**src/rtl/vnp4_axil_pkg.sv**
```systemverilog
// Shared definitions for the VNP4 AXI4-lite command master: response codes,
// issue-state encoding and parameter legality helpers.
package vnp4_axil_pkg;

    localparam logic [1:0] RESP_OKAY   = 2'b00;
    localparam logic [1:0] RESP_EXOKAY = 2'b01;
    localparam logic [1:0] RESP_SLVERR = 2'b10;
    localparam logic [1:0] RESP_DECERR = 2'b11;

    localparam int MAX_OUTSTANDING_MIN = 1;
    localparam int MAX_OUTSTANDING_MAX = 16;

    typedef enum logic [1:0] {
        IDLE     = 2'd0,
        WR_ISSUE = 2'd1,
        RD_ISSUE = 2'd2,
        FAULT    = 2'd3
    } issue_state_e;

    function automatic bit max_outstanding_legal(input int n);
        return (n >= MAX_OUTSTANDING_MIN) && (n <= MAX_OUTSTANDING_MAX);
    endfunction

endpackage

```
**src/rtl/vnp4_axil_rsp_reg.sv**
```systemverilog
// Single-entry response register fed from the B channel, the R channel or a
// synthesized timeout; holds until the consumer takes it.
module vnp4_axil_rsp_reg
    import vnp4_axil_pkg::*;
#(
    parameter int DATA_WIDTH = 32
) (
    input  logic                  axi_aclk,
    input  logic                  axi_aresetn,
    input  logic                  ld_b,
    input  logic                  ld_r,
    input  logic                  ld_to,
    input  logic [1:0]            b_resp,
    input  logic [DATA_WIDTH-1:0] r_data,
    input  logic [1:0]            r_resp,
    input  logic                  to_write,
    input  logic                  rsp_ready,
    output logic                  rsp_valid,
    output logic                  rsp_write,
    output logic [DATA_WIDTH-1:0] rsp_rdata,
    output logic [1:0]            rsp_resp,
    output logic                  rsp_timeout
);

    logic                  valid_r;
    logic                  write_r;
    logic [DATA_WIDTH-1:0] rdata_r;
    logic [1:0]            resp_r;
    logic                  timeout_r;

    // Load priority B > R > timeout; the caller only loads when the slot is free.
    always_ff @(posedge axi_aclk or negedge axi_aresetn) begin
        if (!axi_aresetn) begin
            valid_r   <= 1'b0;
            write_r   <= 1'b0;
            rdata_r   <= {DATA_WIDTH{1'b0}};
            resp_r    <= 2'b00;
            timeout_r <= 1'b0;
        end else if (ld_b) begin
            valid_r   <= 1'b1;
            write_r   <= 1'b1;
            rdata_r   <= {DATA_WIDTH{1'b0}};
            resp_r    <= b_resp;
            timeout_r <= 1'b0;
        end else if (ld_r) begin
            valid_r   <= 1'b1;
            write_r   <= 1'b0;
            rdata_r   <= r_data;
            resp_r    <= r_resp;
            timeout_r <= 1'b0;
        end else if (ld_to) begin
            valid_r   <= 1'b1;
            write_r   <= to_write;
            rdata_r   <= {DATA_WIDTH{1'b0}};
            resp_r    <= RESP_SLVERR;
            timeout_r <= 1'b1;
        end else if (rsp_ready) begin
            valid_r   <= 1'b0;
        end
    end

    assign rsp_valid   = valid_r;
    assign rsp_write   = write_r;
    assign rsp_rdata   = rdata_r;
    assign rsp_resp    = resp_r;
    assign rsp_timeout = timeout_r;

endmodule

```
**src/rtl/vnp4_axil_cmd_master.sv**
```systemverilog
// AXI4-lite master turning a single-beat command stream into in-order AXI
// transactions, with outstanding tracking, statistics and a sticky timeout fault.
module vnp4_axil_cmd_master
    import vnp4_axil_pkg::*;
#(
    parameter int ADDR_WIDTH      = 32,
    parameter int DATA_WIDTH      = 32,
    parameter int MAX_OUTSTANDING = 4,
    parameter int TIMEOUT_CYCLES  = 50,
    parameter int CNT_WIDTH       = 16
) (
    input  logic                    axi_aclk,
    input  logic                    axi_aresetn,
    input  logic                    cmd_valid,
    output logic                    cmd_ready,
    input  logic                    cmd_write,
    input  logic [ADDR_WIDTH-1:0]   cmd_addr,
    input  logic [DATA_WIDTH-1:0]   cmd_wdata,
    input  logic [DATA_WIDTH/8-1:0] cmd_wstrb,
    output logic                    rsp_valid,
    input  logic                    rsp_ready,
    output logic                    rsp_write,
    output logic [DATA_WIDTH-1:0]   rsp_rdata,
    output logic [1:0]              rsp_resp,
    output logic                    rsp_timeout,
    output logic [ADDR_WIDTH-1:0]   m_axi_awaddr,
    output logic [2:0]              m_axi_awprot,
    output logic                    m_axi_awvalid,
    input  logic                    m_axi_awready,
    output logic [DATA_WIDTH-1:0]   m_axi_wdata,
    output logic [DATA_WIDTH/8-1:0] m_axi_wstrb,
    output logic                    m_axi_wvalid,
    input  logic                    m_axi_wready,
    input  logic [1:0]              m_axi_bresp,
    input  logic                    m_axi_bvalid,
    output logic                    m_axi_bready,
    output logic [ADDR_WIDTH-1:0]   m_axi_araddr,
    output logic [2:0]              m_axi_arprot,
    output logic                    m_axi_arvalid,
    input  logic                    m_axi_arready,
    input  logic [DATA_WIDTH-1:0]   m_axi_rdata,
    input  logic [1:0]              m_axi_rresp,
    input  logic                    m_axi_rvalid,
    output logic                    m_axi_rready,
    output logic [CNT_WIDTH-1:0]    wr_ok_cnt,
    output logic [CNT_WIDTH-1:0]    wr_err_cnt,
    output logic [CNT_WIDTH-1:0]    rd_ok_cnt,
    output logic [CNT_WIDTH-1:0]    rd_err_cnt,
    output logic [CNT_WIDTH-1:0]    timeout_cnt,
    output logic                    fault
);

    localparam int OW = $clog2(MAX_OUTSTANDING + 1);
    localparam int TW = $clog2(TIMEOUT_CYCLES);
    localparam logic [OW-1:0] MAX_OUT_C = OW'(MAX_OUTSTANDING);
    localparam logic [OW-1:0] ONE_C     = OW'(1'b1);
    localparam logic [TW-1:0] TO_LAST_C = TW'(TIMEOUT_CYCLES - 1);
    localparam logic [TW-1:0] TONE_C    = TW'(1'b1);

    if (!max_outstanding_legal(MAX_OUTSTANDING) || !(DATA_WIDTH == 32 || DATA_WIDTH == 64)
        || TIMEOUT_CYCLES < 2) begin : g_param_err
        $error("vnp4_axil_cmd_master: illegal parameter set");
    end

    function automatic logic [CNT_WIDTH-1:0] sat_inc(input logic [CNT_WIDTH-1:0] v);
        return (&v) ? v : v + CNT_WIDTH'(1'b1);
    endfunction

    issue_state_e            state_r, state_nx_s;
    logic                    ready_en_r;
    logic                    dir_r;
    logic                    fault_r;
    logic                    to_pend_r;
    logic [OW-1:0]           outstanding_r;
    logic [TW-1:0]           timer_r;
    logic [ADDR_WIDTH-1:0]   addr_r;
    logic [DATA_WIDTH-1:0]   wdata_r;
    logic [DATA_WIDTH/8-1:0] wstrb_r;
    logic                    awvalid_r, wvalid_r, arvalid_r;
    logic [CNT_WIDTH-1:0]    wr_ok_r, wr_err_r, rd_ok_r, rd_err_r, to_cnt_r;

    logic live_s, rsp_free_s, cmd_ready_s, accept_s, resp_ready_s;
    logic aw_hs_s, w_hs_s, ar_hs_s, b_hs_s, r_hs_s, progress_s;
    logic ld_b_s, ld_r_s, ld_to_s, rsp_evt_s, issue_done_s;
    logic timer_active_s, timeout_s;

    assign live_s         = (state_r != FAULT);
    assign rsp_free_s     = !rsp_valid || rsp_ready;
    assign aw_hs_s        = awvalid_r && m_axi_awready;
    assign w_hs_s         = wvalid_r && m_axi_wready;
    assign ar_hs_s        = arvalid_r && m_axi_arready;
    // Once faulted the slave is presumed dead: swallow anything it still sends.
    assign resp_ready_s   = ready_en_r && (!live_s || rsp_free_s);
    assign b_hs_s         = m_axi_bvalid && resp_ready_s;
    assign r_hs_s         = m_axi_rvalid && resp_ready_s;
    assign progress_s     = aw_hs_s || w_hs_s || ar_hs_s || b_hs_s || r_hs_s;
    assign ld_b_s         = b_hs_s && live_s;
    assign ld_r_s         = r_hs_s && live_s && !ld_b_s;
    assign rsp_evt_s      = ld_b_s || ld_r_s;
    assign timer_active_s = (state_r == WR_ISSUE) || (state_r == RD_ISSUE) || (outstanding_r != {OW{1'b0}});
    assign timeout_s      = live_s && timer_active_s && !progress_s && (timer_r == TO_LAST_C);
    assign ld_to_s        = (timeout_s || to_pend_r) && rsp_free_s;
    // Mixing directions only after a full drain keeps B and R answers in order.
    assign cmd_ready_s    = ready_en_r && (state_r == IDLE) && !fault_r && !timeout_s
                            && (outstanding_r < MAX_OUT_C)
                            && ((outstanding_r == {OW{1'b0}}) || (dir_r == cmd_write));
    assign accept_s       = cmd_valid && cmd_ready_s;

    // Issue FSM next-state and issue-completion strobe.
    always_comb begin
        state_nx_s   = state_r;
        issue_done_s = 1'b0;
        if (timeout_s) begin
            state_nx_s = FAULT;
        end else begin
            case (state_r)
                IDLE: begin
                    if (accept_s) begin
                        state_nx_s = cmd_write ? WR_ISSUE : RD_ISSUE;
                    end else begin
                        state_nx_s = IDLE;
                    end
                end
                WR_ISSUE: begin
                    if (!(awvalid_r && !m_axi_awready) && !(wvalid_r && !m_axi_wready)) begin
                        state_nx_s   = IDLE;
                        issue_done_s = 1'b1;
                    end else begin
                        state_nx_s = WR_ISSUE;
                    end
                end
                RD_ISSUE: begin
                    if (ar_hs_s) begin
                        state_nx_s   = IDLE;
                        issue_done_s = 1'b1;
                    end else begin
                        state_nx_s = RD_ISSUE;
                    end
                end
                FAULT:   state_nx_s = FAULT;
                default: state_nx_s = IDLE;
            endcase
        end
    end

    // State, issue channel registers, outstanding and timeout tracking.
    always_ff @(posedge axi_aclk or negedge axi_aresetn) begin
        if (!axi_aresetn) begin
            state_r       <= IDLE;
            ready_en_r    <= 1'b0;
            dir_r         <= 1'b0;
            fault_r       <= 1'b0;
            to_pend_r     <= 1'b0;
            outstanding_r <= {OW{1'b0}};
            timer_r       <= {TW{1'b0}};
            addr_r        <= {ADDR_WIDTH{1'b0}};
            wdata_r       <= {DATA_WIDTH{1'b0}};
            wstrb_r       <= {(DATA_WIDTH/8){1'b0}};
            awvalid_r     <= 1'b0;
            wvalid_r      <= 1'b0;
            arvalid_r     <= 1'b0;
        end else begin
            state_r    <= state_nx_s;
            ready_en_r <= 1'b1;
            to_pend_r  <= (timeout_s || to_pend_r) && !rsp_free_s;
            timer_r    <= (live_s && timer_active_s && !progress_s && timer_r != TO_LAST_C)
                          ? timer_r + TONE_C : {TW{1'b0}};
            if (timeout_s) begin
                fault_r   <= 1'b1;
                awvalid_r <= 1'b0;
                wvalid_r  <= 1'b0;
                arvalid_r <= 1'b0;
            end else if (accept_s) begin
                dir_r  <= cmd_write;
                addr_r <= cmd_addr;
                if (cmd_write) begin
                    wdata_r   <= cmd_wdata;
                    wstrb_r   <= cmd_wstrb;
                    awvalid_r <= 1'b1;
                    wvalid_r  <= 1'b1;
                end else begin
                    arvalid_r <= 1'b1;
                end
            end else begin
                if (aw_hs_s) awvalid_r <= 1'b0;
                if (w_hs_s)  wvalid_r  <= 1'b0;
                if (ar_hs_s) arvalid_r <= 1'b0;
            end
            case ({issue_done_s, rsp_evt_s})
                2'b10:   outstanding_r <= outstanding_r + ONE_C;
                2'b01:   outstanding_r <= outstanding_r - ONE_C;
                default: outstanding_r <= outstanding_r;
            endcase
        end
    end

    // Saturating statistics.
    always_ff @(posedge axi_aclk or negedge axi_aresetn) begin
        if (!axi_aresetn) begin
            wr_ok_r  <= {CNT_WIDTH{1'b0}};
            wr_err_r <= {CNT_WIDTH{1'b0}};
            rd_ok_r  <= {CNT_WIDTH{1'b0}};
            rd_err_r <= {CNT_WIDTH{1'b0}};
            to_cnt_r <= {CNT_WIDTH{1'b0}};
        end else begin
            if (ld_b_s) begin
                if (m_axi_bresp == RESP_OKAY) wr_ok_r <= sat_inc(wr_ok_r);
                else                          wr_err_r <= sat_inc(wr_err_r);
            end
            if (ld_r_s) begin
                if (m_axi_rresp == RESP_OKAY) rd_ok_r <= sat_inc(rd_ok_r);
                else                          rd_err_r <= sat_inc(rd_err_r);
            end
            if (timeout_s) to_cnt_r <= sat_inc(to_cnt_r);
        end
    end

    vnp4_axil_rsp_reg #(
        .DATA_WIDTH (DATA_WIDTH)
    ) u_rsp_reg (
        .axi_aclk    (axi_aclk),
        .axi_aresetn (axi_aresetn),
        .ld_b        (ld_b_s),
        .ld_r        (ld_r_s),
        .ld_to       (ld_to_s),
        .b_resp      (m_axi_bresp),
        .r_data      (m_axi_rdata),
        .r_resp      (m_axi_rresp),
        .to_write    (dir_r),
        .rsp_ready   (rsp_ready),
        .rsp_valid   (rsp_valid),
        .rsp_write   (rsp_write),
        .rsp_rdata   (rsp_rdata),
        .rsp_resp    (rsp_resp),
        .rsp_timeout (rsp_timeout)
    );

    assign cmd_ready     = cmd_ready_s;
    assign m_axi_awaddr  = addr_r;
    assign m_axi_awprot  = 3'b000;
    assign m_axi_awvalid = awvalid_r;
    assign m_axi_wdata   = wdata_r;
    assign m_axi_wstrb   = wstrb_r;
    assign m_axi_wvalid  = wvalid_r;
    assign m_axi_bready  = resp_ready_s;
    assign m_axi_araddr  = addr_r;
    assign m_axi_arprot  = 3'b000;
    assign m_axi_arvalid = arvalid_r;
    assign m_axi_rready  = resp_ready_s;
    assign wr_ok_cnt     = wr_ok_r;
    assign wr_err_cnt    = wr_err_r;
    assign rd_ok_cnt     = rd_ok_r;
    assign rd_err_cnt    = rd_err_r;
    assign timeout_cnt   = to_cnt_r;
    assign fault         = fault_r;

endmodule
```
**config.mk**
```make
export PLATFORM = sky130hd
export DESIGN_NAME = vnp4_axil_cmd_master
export DESIGN_NICKNAME = d
export VERILOG_FILES = /design/src/rtl/vnp4_axil_pkg.sv /design/src/rtl/vnp4_axil_rsp_reg.sv /design/src/rtl/vnp4_axil_cmd_master.sv
export SDC_FILE = /design/constraint.sdc
export NUM_CORES = 1
export LEC_CHECK = 0
export ABC_CLOCK_PERIOD_IN_PS = 3300
export BUFFER_PORTS_ARGS = -buffer_cell sky130_fd_sc_hd__buf_2
export CORE_UTILIZATION = 50
export CTS_CLUSTER_SIZE = 24
export DETAILED_ROUTE_END_ITERATION = 10
export PLACE_DENSITY = 0.85
export SKIP_LAST_GASP = 1
export SYNTH_ARGS = -nofsm -noshare
export SYNTH_HDL_FRONTEND = slang
export SYNTH_SLANG_ARGS = --single-unit
```
**constraint.sdc**
```tcl
create_clock -name axi_aclk -period 3.3 [get_ports axi_aclk]
set_clock_uncertainty 0.1 [all_clocks]
set_input_delay 0 -clock axi_aclk [delete_from_list [all_inputs] [get_ports axi_aclk]]
set_output_delay 0 -clock axi_aclk [all_outputs]
set_load 0.02 [all_outputs]
```
# Yosys cells after proc, flatten, opt, wreduce, memory -nomap -nowiden
# Cells that the tools add are included.
[classes]
addsub = 8
n_mul = 0
n_div = 0
magnitude_cmp = 1
eq_ne = 11
shift = 0
n_mux = 39
bitwise = 8
reduce_logical = 72
[op_table]
columns = ["operator", "count"]
rows = [
  ["32-bit 2-to-1 mux", 3],
  ["16-bit by 1-bit adder with 16-bit output (second input constant)", 5],
  ["16-bit AND reduction", 5],
  ["1-bit 2-to-1 mux", 25],
  ["1-bit logical AND", 24],
  ["3-bit AND reduction", 5],
  ["3-bit nonzero test", 5],
  ["2-bit 2-to-1 mux", 7],
  ["1-bit logical NOT", 11],
  ["1-bit logical OR", 11],
  ["2-bit AND reduction", 5],
  ["1-bit inverter", 8],
  ["2-bit case mux with 4 select lines", 1],
  ["6-bit by 1-bit adder with 6-bit output (second input constant)", 1],
  ["2-bit equality test (second input constant)", 3],
  ["6-bit equality test (second input constant)", 1],
  ["2-bit logical NOT", 3],
  ["6-bit 2-to-1 mux", 1],
  ["3-bit by 2-bit != test with 1-bit output (second input constant)", 2],
  ["6-bit != test (second input constant)", 1],
  ["3-bit case mux with 2 select lines", 1],
  ["2-bit by 1-bit equality test with 1-bit output (second input constant)", 2],
  ["4-bit nonzero test", 1],
  ["3-bit by 1-bit adder with 3-bit output (second input constant)", 1],
  ["7 further kinds", 7],
]
[word_totals]
regBits = 203
latch_bits = 0
ramBits = 0
mem_bits_ro = 0
output_inout_bits = 230
mem_count = 0

# Logic depth before layout (Yosys ltp)
[logic_depth]
depth_word = 18
ltp_mapped = 13

# Modules after synthesis
# From an unflattened synthesis, not the netlist that was laid out.
[unflattened]
hier_cells = 798
hier_area_um2 = 9432.8
[by_module_without_submodules]
columns = ["mod", "instances", "cells_per_inst", "area_each_um2"]
rows = [
  ["vnp4_axil_cmd_master", 1, 635, 7759.9],
  ["vnp4_axil_rsp_reg", 1, 163, 1672.9],
]

# Worst setup path before layout
# Ideal clock, no wire load.
[synth_timing]
path_type = "register to register"
start = "reg state_r[0]"
end = "reg outstanding_r[2]"
arrival_time_ps = 2425
slack_ps = 650
path_stages_with_launch = 14
n_path_buf = 1
synth_period_minus_slack_ps = 2650
cell_sequence = "dfrtp_1 > inv_1 > ha_1 > or4_4 > nand4_4 > or2_4 > buf_2 > nand3_1 > ha_1 > inv_1 > fa_1 > xor2_1 > nor2_1 > xor2_1"
[synth_between]
elab_chain_cells = 13
[synth_lines]
columns = ["item", "line", "rtl"]
rows = [
  ["start, declared", "vnp4_axil_cmd_master.sv:69", "issue_state_e state_r, state_nx_s;"],
  ["start signal, assigned", "vnp4_axil_cmd_master.sv:163", "state_r <= state_nx_s;"],
  ["2-bit != test", "vnp4_axil_cmd_master.sv:87", "assign live_s = (state_r != FAULT);"],
  ["1-bit logical NOT", "vnp4_axil_cmd_master.sv:93", "assign resp_ready_s = ready_en_r && (!live_s || rsp_free_s);"],
  ["1-bit logical OR", "vnp4_axil_cmd_master.sv:93", ""],
  ["1-bit logical AND", "vnp4_axil_cmd_master.sv:93", ""],
  ["1-bit logical AND", "vnp4_axil_cmd_master.sv:94", "assign b_hs_s = m_axi_bvalid && resp_ready_s;"],
  ["1-bit logical OR (2 in series)", "vnp4_axil_cmd_master.sv:96", "assign progress_s = aw_hs_s || w_hs_s || ar_hs_s || b_hs_s || r_hs_s;"],
  ["1-bit logical NOT", "vnp4_axil_cmd_master.sv:101", "assign timeout_s = live_s && timer_active_s && !progress_s && (timer_r == TO_LAST_C);"],
  ["1-bit logical AND (2 in series)", "vnp4_axil_cmd_master.sv:101", ""],
  ["1-bit 2-to-1 mux", "vnp4_axil_cmd_master.sv:113", "if (timeout_s) begin"],
  ["2-bit by 1-bit equality test with 1-bit output or 2-bit equality test (tied branches)", "vnp4_axil_cmd_master.sv:189", "case ({issue_done_s, rsp_evt_s})"],
  ["3-bit case mux with 2 select lines or 2-bit nonzero test (tied branches)", "n/a", ""],
  ["end signal, assigned", "vnp4_axil_cmd_master.sv:190", "2'b10: outstanding_r <= outstanding_r + ONE_C;"],
  ["end signal, assigned", "vnp4_axil_cmd_master.sv:191", "2'b01: outstanding_r <= outstanding_r - ONE_C;"],
  ["end signal, assigned", "vnp4_axil_cmd_master.sv:192", "default: outstanding_r <= outstanding_r;"],
  ["end, declared", "vnp4_axil_cmd_master.sv:74", "logic [OW-1:0] outstanding_r;"],
]
# Several ways; a longest one is shown, not always the timed one.
# A chain may end at the register's enable or synchronous reset.

# Worst setup path after layout
# Ends and elaborated chain as after synthesis.

==> metrics.yaml <==
critPathTopFamily: "adder cells"
synth-edff-count: 0
detailroute.via_count: 7626
critical_path_peak_fanout: 5
rsz0062_at_grt: "no"
final_hold_viol_count: 0
htree_levels: 1
gp_congestion: 0.804
final.hold.worst_slack_ns: 0.0615
yosys.area_share.adder: 0.0197
clock-root-buffer: "sky130_fd_sc_hd__clkbuf_16"
path_class: "flip-flop to flip-flop"
post_route_drc_violation_count: 50
critPathMaxStageDelay_ns: 0.59
timing_max_transition_violations_final: 0
synth-compound-area-share: 0.0642
synth_cell_type_count: 66
synth.mux.area_fraction: 0.106
routedWlPerCell_um: 19.6
violations: "DRC"
synth_top_cells_by_count: "sky130_fd_sc_hd__dfrtp_1, sky130_fd_sc_hd__xnor2_1, sky130_fd_sc_hd__nand2_1"
cts_setup_buffers: 0
final_cells: 1411
rrSetupSlack_ns: 0.18
area_delta_synth_final_pct: 38.3
num_io_pins: 344
setup_slack_ns: 0.182
cts-buffers-inserted: 22
grt_pass1_vias: 7799
cpMaxStageDelayCell: "sky130_fd_sc_hd__dlygate4sd3_1"
min_path_type: "input port to flip-flop"
cts.clk_slew.worst_paths_ns: 0.06
ys_seq_area_frac: 0.548
synth_top_family_by_area: "simple AND/OR/NAND/NOR gates"
die_h_um: 138
max-clock-path-buffers: 3
insertion_delay_ns: 0.50
setup_viol_count_final: 0
synth_top_flop_cell: "sky130_fd_sc_hd__dfrtp_1"
start_util: 0.513
critical_path_required_time_ns: 3.62
tritoncts: "done"
crit_path_start_kind: "flip-flop"
fp-row-count: 49
post_synth.cell_area_avg_sq_um: 12.7
drt_pre_antenna_iters: 8
route.final.wire_length_um: 27600
post_synth_inst_count: 728
pre_cts_worst_setup_slack_ns: 0.548
number_of_port_buffers: 337
cap_violations: 0
via_per_inst: 5.40
drt.antenna.violating_nets: 0
critical_path.n_buffers_inverters: 2
largest_net_degree_at_the_start_of_global_routing: 105
power_density_mw_per_mm2: 737
max-vdd-ir-drop_mv: 0.380
finish.net_count: 1295
leakagePower_nw: 6.59
grt_pass1_wl_um: 43600
yosys_warn_count: 0
run_status: "finished with violations"
layout.cell_area.non_filler_sq_mm: 0.0128
synth_most_common_cell: "sky130_fd_sc_hd__dfrtp_1"
dpl.cell_count: 1251
post_synthesis_sequential_element_count: 203
n_fill_cell: 1204
dpl_cell_area_sq_mm: 0.0109
synth_top_area_cell: "sky130_fd_sc_hd__dfrtp_1"
die_area_sq_mm: 0.0191
crit_chain: "ha_1 > nor2b_2 > o21ai_0 > dlygate4sd3_1 > nor2_1 > ha_1 > inv_1 > fa_1 > xor2_1 > nor2_1 > xor2_1"
timing.critical_path.to_type: "flip-flop"
arrival_ns: 3.44
final_layout_size_suffix_gt1_frac: 0.379
asyncSetResetFlopFracSynth: 1.00
max_freq_ghz: 0.321
yosys.area_share.simple: 0.131
slew_margin_rel: 0.425
max_slew.worst_pin.slew_ns: 0.862
post-route-period-util: 0.945
synth.cell_area_sq_mm: 0.00928
placeableCoreArea_sq_mm: 0.0181
synthXorXnorAreaFrac: 0.0727
grt_overflow: 0
setup_tns_ns: 0
antenna_found_initial: 1
place.detailed.hpwl_um: 17200
first_iter_violations: 421
globalRouteTotalUtil: 0.292
min_period_ns: 3.12
netlist_top_cells_area: "sky130_fd_sc_hd__dfrtp_1, sky130_fd_sc_hd__mux2_4, sky130_fd_sc_hd__xnor2_1"
synth_largest_type_area_fraction: 0.548
horizontal_extent_of_the_die_um: 138
cts_sinks: 203
==> power breakdown <==
group / switching [mW] / internal [mW]
Clock: 0.990 / 1.47
Combinational: 2.02 / 1.34
Sequential: 0.534 / 3.11
==> tightest hold or removal path: cells and delay by family <==
family,cells,cell delay (ns)
AND/OR/NAND/NOR,3,0.38
XOR/XNOR,1,0.14
buffers and inverters,1,0.10
==> kinds of logic after synthesis <==
kind of cell | count (synthesis)
buffers and inverters | 75
adder cells (fa/ha/maj) | 14
other | 2
AND/OR/NAND/NOR | 206
AO/OA/AOI/OAI | 73
flip-flops | 203
XOR/XNOR | 77
multiplexers | 78
==> cell usage in the layout (no fill, tap or decap), types with 23 or more instances in the layout <==
| master | Yosys | routed |
|---|---|---|
| sky130_fd_sc_hd__buf_2 | 2 | 336 |
| sky130_fd_sc_hd__mux2_4 | 30 | 30 |
| sky130_fd_sc_hd__a22o_1 | 33 | 33 |
| sky130_fd_sc_hd__nand4_1 | 29 | 29 |
| sky130_fd_sc_hd__dfrtp_1 | 203 | 203 |
| sky130_fd_sc_hd__nor2_1 | 36 | 36 |
| sky130_fd_sc_hd__nand3_1 | 29 | 29 |
| sky130_fd_sc_hd__nand2_1 | 41 | 41 |
| sky130_fd_sc_hd__xor2_1 | 31 | 31 |
| sky130_fd_sc_hd__mux2_1 | 29 | 29 |
| sky130_fd_sc_hd__clkbuf_16 | 0 | 23 |
| sky130_fd_sc_hd__dlygate4sd3_1 | 0 | 121 |
| sky130_fd_sc_hd__xnor2_1 | 46 | 46 |
==> layout make-up <==
class | count | area [sq um] | share of cell area
Sequential cell | 203 | 5080 | 0.396
Multi-Input combinational cell | 455 | 3690 | 0.287
Timing Repair Buffer | 466 | 2990 | 0.233
Clock buffer | 30 | 622 | 0.0485
Tap cell | 229 | 287 | 0.0223
Clock inverter | 8 | 90.1 | 0.00702
Inverter | 19 | 71.3 | 0.00556
Antenna cell | 1 | 2.50 | 0.000195
==> layer usage <==
| layer | part of all wire | GRT usage | wire length [um] |
|---|---|---|---|
| met1 | 0.36 | 0.323 | 9970 |
| met2 | 0.51 | 0.514 | 14100 |
| met3 | 0.068 | 0.0714 | 1870 |
| met4 | 0.061 | 0.167 | 1680 |
| met5 | 0 | 0 | 0 |
==> what timing repair did <==
item | 4_1_cts | 5_1_grt
resized for setup | 0 | 1
hold buffers | 121 | 0
hold endpoints to repair | 218 | 0
endpoints found under the setup margin | 0 | 1
==> through the flow <==
stage          utilization  power, mW
5_1_grt              0.709       9.85
6_report             0.709       9.46
4_1_cts              0.709       9.34
3_5_place_dp         0.603       6.74
2_1_floorplan            -       5.81
3_3_place_gp         0.603       6.65
==> worst paths after layout <==
path,from,to,cells past startpoint
max,state_r[0]$_DFF_PN0_,outstanding_r[2]$_DFFE_PN0P_,11
min,m_axi_bresp[0],wr_ok_cnt[4]$_DFFE_PN0P_,5
max reg2reg,state_r[0]$_DFF_PN0_,outstanding_r[2]$_DFFE_PN0P_,11
min reg2reg,fault$_DFFE_PN0P_,fault$_DFFE_PN0P_,1
max in group asynchronous,axi_aresetn,timeout_cnt[1]$_DFFE_PN0P_,3
min in group asynchronous,axi_aresetn,m_axi_wdata[1]$_DFFE_PN0P_,2
==> sequential cells by signal, indices dropped and copies added (netlist names), 2 cells and up <==
signal / flops
m_axi_araddr: 32
m_axi_wdata: 32
m_axi_wstrb: 4
outstanding_r: 3
rd_err_cnt: 16
rd_ok_cnt: 16
state_r: 2
timeout_cnt: 16
timer_r: 6
u_rsp_reg.rsp_rdata: 32
u_rsp_reg.rsp_resp: 2
wr_err_cnt: 16
wr_ok_cnt: 16
(Power assumes the default switching activity.)
